$ cat src/rtl/rl_shi_reg_unld_if.sv
// Handshake and data bundle for the 256-bit left-shift result register.
// The master drives commands and consumer ready. The slave is the register with its unload port.
interface rl_shi_reg_unld_if;
    logic        wr_vld;
    logic [15:0] wr_data;
    logic        shl1;
    logic        bit_in;
    logic        rd_start;
    logic        dout_rdy;
    logic        msb_out;
    logic [15:0] dout;
    logic        dout_vld;
    logic        done;
    logic        busy;

    modport master (
        output wr_vld, wr_data, shl1, bit_in, rd_start, dout_rdy,
        input  msb_out, dout, dout_vld, done, busy
    );

    modport slave (
        input  wr_vld, wr_data, shl1, bit_in, rd_start, dout_rdy,
        output msb_out, dout, dout_vld, done, busy
    );
endinterface

$ cat src/rtl/rl_shi_reg_unld.sv
// 256-bit left-shift result register. In IDLE it takes bit or word shifts.
// It then drains its contents as sixteen 16-bit words, MSW first, over valid/ready.
module rl_shi_reg_unld (
    input  logic             clk,
    input  logic             clr,
    rl_shi_reg_unld_if.slave bus
);
    typedef enum logic [1:0] {IDLE, UNLOAD, DONE} state_t;

    state_t       state;
    state_t       state_nxt;
    logic [255:0] r;
    logic [3:0]   cnt;
    logic         accept;

    assign accept = (state == UNLOAD) && bus.dout_rdy;

    always_ff @(posedge clk or posedge clr) begin
        if (clr) state <= IDLE;
        else     state <= state_nxt;
    end

    always_comb begin
        state_nxt = state;
        case (state)
            IDLE:    if (bus.rd_start) state_nxt = UNLOAD;
            UNLOAD:  if (accept && cnt == 4'd15) state_nxt = DONE;
            DONE:    state_nxt = IDLE;
            default: state_nxt = IDLE;
        endcase
    end

    always_comb begin
        bus.dout_vld = (state == UNLOAD);
        bus.done     = (state == DONE);
        bus.busy     = (state == UNLOAD) || (state == DONE);
    end

    // Commands on the same IDLE edge: rd_start wins, then shl1, then wr_vld.
    // Commands that lose are dropped.
    always_ff @(posedge clk or posedge clr) begin
        if (clr) begin
            r   <= '0;
            cnt <= '0;
        end else begin
            case (state)
                IDLE: begin
                    if (bus.rd_start)    cnt <= '0;
                    else if (bus.shl1)   r   <= {r[254:0], bus.bit_in};
                    else if (bus.wr_vld) r   <= {r[239:0], bus.wr_data};
                end
                UNLOAD: begin
                    if (accept) begin
                        r   <= {r[239:0], 16'h0000};
                        cnt <= cnt + 4'd1;
                    end
                end
                default: ;
            endcase
        end
    end

    assign bus.msb_out = r[255];
    assign bus.dout    = r[255:240];
endmodule

$ cat src/flat_wrapper.sv
// flat-port wrapper written by rule: the top's interface ports become plain ports
module rl_shi_reg_unld_flat 
  (clk, clr, bus_wr_vld, bus_wr_data, bus_shl1, bus_bit_in, bus_rd_start, bus_dout_rdy, bus_msb_out, bus_dout, bus_dout_vld, bus_done, bus_busy);
  rl_shi_reg_unld_if bus_i ();
  input  logic clk;
  input  logic clr;
  input wire logic [$bits(bus_i.wr_vld)-1:0] bus_wr_vld;
  input wire logic [$bits(bus_i.wr_data)-1:0] bus_wr_data;
  input wire logic [$bits(bus_i.shl1)-1:0] bus_shl1;
  input wire logic [$bits(bus_i.bit_in)-1:0] bus_bit_in;
  input wire logic [$bits(bus_i.rd_start)-1:0] bus_rd_start;
  input wire logic [$bits(bus_i.dout_rdy)-1:0] bus_dout_rdy;
  output wire logic [$bits(bus_i.msb_out)-1:0] bus_msb_out;
  output wire logic [$bits(bus_i.dout)-1:0] bus_dout;
  output wire logic [$bits(bus_i.dout_vld)-1:0] bus_dout_vld;
  output wire logic [$bits(bus_i.done)-1:0] bus_done;
  output wire logic [$bits(bus_i.busy)-1:0] bus_busy;
  assign bus_i.wr_vld = bus_wr_vld;
  assign bus_i.wr_data = bus_wr_data;
  assign bus_i.shl1 = bus_shl1;
  assign bus_i.bit_in = bus_bit_in;
  assign bus_i.rd_start = bus_rd_start;
  assign bus_i.dout_rdy = bus_dout_rdy;
  assign bus_msb_out = bus_i.msb_out;
  assign bus_dout = bus_i.dout;
  assign bus_dout_vld = bus_i.dout_vld;
  assign bus_done = bus_i.done;
  assign bus_busy = bus_i.busy;
  rl_shi_reg_unld u_core (.clk(clk), .clr(clr), .bus(bus_i));
endmodule
$ cat config.mk
export PLATFORM = sky130hd
export DESIGN_NAME = rl_shi_reg_unld_flat
export DESIGN_NICKNAME = d
export VERILOG_FILES = /design/src/rtl/rl_shi_reg_unld_if.sv /design/src/rtl/rl_shi_reg_unld.sv /design/src/flat_wrapper.sv
export SDC_FILE = /design/constraint.sdc
export NUM_CORES = 1
export LEC_CHECK = 0
export ABC_AREA = 1
export ABC_CLOCK_PERIOD_IN_PS = 13350
export BUFFER_PORTS_ARGS = -buffer_cell sky130_fd_sc_hd__buf_4
export CORE_MARGIN = 5
export CORE_UTILIZATION = 65
export CTS_BUF_LIST = sky130_fd_sc_hd__clkbuf_8
export DETAILED_ROUTE_END_ITERATION = 8
export PLACE_DENSITY = 0.88
export SETUP_SLACK_MARGIN = 0.05
export SLEW_MARGIN = 10
export SYNTH_ARGS = -nofsm -noshare
export SYNTH_HDL_FRONTEND = slang
export SYNTH_SLANG_ARGS = --single-unit
$ cat constraint.sdc
create_clock -name clk -period 13.35 [get_ports clk]
set_clock_uncertainty 0.15 [all_clocks]
set_input_delay 2.67 -clock clk [delete_from_list [all_inputs] [get_ports clk]]
set_output_delay 2.67 -clock clk [all_outputs]
set_load 0.02 [all_outputs]
==> reports/metrics.csv <==
metric,value,unit
yosysTopAreaCellShare,0.504,
multi_input_area,0.00478,mm²
cp_data_required_time,13640,ps
p_leak,7.08,nW
die_area,0.0229,mm²
synthFlopType,dfrtp_1,
syn_area_per_cell,7.63,µm²
dieHeight,151,µm
finalSetupTns,0,ps
p_per_area,261,mW/mm²
postPlaceCellArea,0.0130,mm²
crit_slowest_cell,buf_4,
num_vias,10200,
post_drt_wl_per_cell,12.4,µm
die_w,151,µm
synth_cells,1704,
drc,0,
min_period,5700,ps
synth_area,0.0130,mm²
critPathLaunch,bus_shl1,
hold_class,flip-flop to flip-flop,
yosysSeqAreaShare,0.504,
ys_types,24,
tightest_slew,1160,ps
cts.sinks,262,
path_clk_slew,60,ps
antenna_found_initial,0,
synthTopCellsByCount,"nand2_1, o21ai_0, dfrtp_1",
clockRootBuffer,clkbuf_8,
grt_max_degree,324,
layout-drive-gt1-share,0.0613,
cts_buffers,42,
hold_ws,333,ps
timing.fmax,176,MHz
regArea,0.00656,mm²
cp-end-kind,flip-flop,
place.detailed.hpwl,14200,µm
ios,43,
grt_pass1_wl,41700,µm
cp.arrival,5990,ps
drtIter0Drc,891,
cp_common_cell,buf_4,
cts_tree,done,
max_slew_margin,0.224,
synth_warnings,0,
gp_congestion,0.808,
portBuffers,42,
gr-total-overflow,0,
holdCritStartpoint,u_core.r[0],
nFillCells,1546,
preCtsSetupSlack,7120,ps
wl,24300,µm
clk_latency,540,ps
synth_top_area_cell,dfrtp_1,
ys_ff_latch,262,
setup_viol_count_final,0,
path_cells,"buf_4, nand2_8, buf_4, buf_4, o21ai_0, o21ai_1",
startpoint_type,input port,
n_antenna_cell,0,
holdBufCountCts,0,
cts_buffer_depth,3,
maxSlewViolCount,0,
routed_via_density,5.22,
cts_resized,0,
core_area,0.0196,mm²
drv_cap,0,
final_net_count,1697,
status,"finished, final reports clean",
p_total,0.00359,W
timing.final.hold_violations,0,
fin_crit_sh,0.427,
start_util,0.664,
ys_async_sr_fraction,1.00,
setup_ws,7650,ps
area_delta_synth_final,5.66,%
postCtsSetupBuffers,0,
cp_max_fo,219,
grt_usage,0.218,
max_stage_delay,980,ps
critPathKind,input port to flip-flop,
design_area,0.0137,mm²
final_antenna_net_count,0,
syn_nets,1732,
synth_area_leaders,"dfrtp_1, o21ai_0, nand2_1",
peakVddDrop,233,µV
first_pass_iters,5,
reg2reg_from,u_core.state[1],
synth_edf_count,0,
synth_most_common_cell,nand2_1,
first_global_vias,9185,
h-tree-depth,2,
rsz0062_at_grt,false,
rows,51,
power by group:
part / switching [W] / leakage [nW] / internal [W]
registers: 0.000292 / 3.26 / 0.00120
clock network: 0.000298 / 0.461 / 0.000325
logic: 0.000958 / 3.35 / 0.000522
total: 0.00155 / 7.08 / 0.00204
worst max-delay path, delay by kind of cell:
kind,cells,cell delay [ps]
AND/OR/NAND/NOR,1,670
buffers and inverters,3,2080
AO/OA/AOI/OAI,2,450
cell type report:
class | instances | area share
clock buffer | 48 | 0.0481
timing repair buffer | 49 | 0.0277
sequential | 262 | 0.477
clock inverter | 23 | 0.00665
inverter | 247 | 0.0680
tap | 265 | 0.0241
multi-input combinational | 1067 | 0.348
through the flow:
step | util | std cells
6_report | 0.701 | 1961
4_1_cts | 0.701 | 1961
2_1_floorplan | - | 1704
3_3_place_gp | 0.663 | 1890
5_1_grt | 0.701 | 1961
3_5_place_dp | 0.663 | 1890
cells by family after synthesis:
family                     synth area share
and+or+nand+nor                       0.160
xor gates and xnor gates           0.000674
buffers and inverters                 0.129
DFF                                   0.504
adders and majority gates           0.00481
AOI/OAI and AO/OA                     0.202
layout by cell type, fill, tap and decap left out:
cell type / n
xor2_1: 1
a21boi_0: 1
nand2_1: 531
nor2_1: 4
nand2_8: 1
clkbuf_8: 48
inv_1: 266
nand3_4: 1
buf_4: 48
dfrtp_1: 262
inv_2: 1
nand2_2: 1
clkinvlp_4: 1
o21ai_1: 82
inv_8: 1
o21a_1: 15
ha_1: 5
nand4_1: 1
nand3_1: 5
a21oi_1: 1
buf_12: 1
o31ai_1: 1
o21ai_0: 417
clkinv_2: 1
state kept, by name (all words and copies together), names as in the netlist:
| signal | cells |
|---|---|
| u_core.state | 2 |
| u_core.cnt | 4 |
| u_core.r | 256 |
metal layers:
metal  GRT usage  share of wire
met2       0.354           0.49
met3      0.0368          0.040
met1       0.300           0.45
met4      0.0712          0.020
met5           0              0
final timing paths:
| path | endpoint | slack, ps | cells past startpoint |
|---|---|---|---|
| setup / recovery | u_core.r[98] | 7650 | 6 |
| hold / removal | u_core.r[0] | 330 | 2 |
| setup reg to reg | u_core.r[98] | 8960 | 8 |
| hold reg to reg | u_core.r[0] | 330 | 2 |
| max in group asynchronous | u_core.r[79] | 8660 | 4 |
| min in group asynchronous | u_core.r[138] | 2070 | 2 |
(Power assumes the default switching activity.)
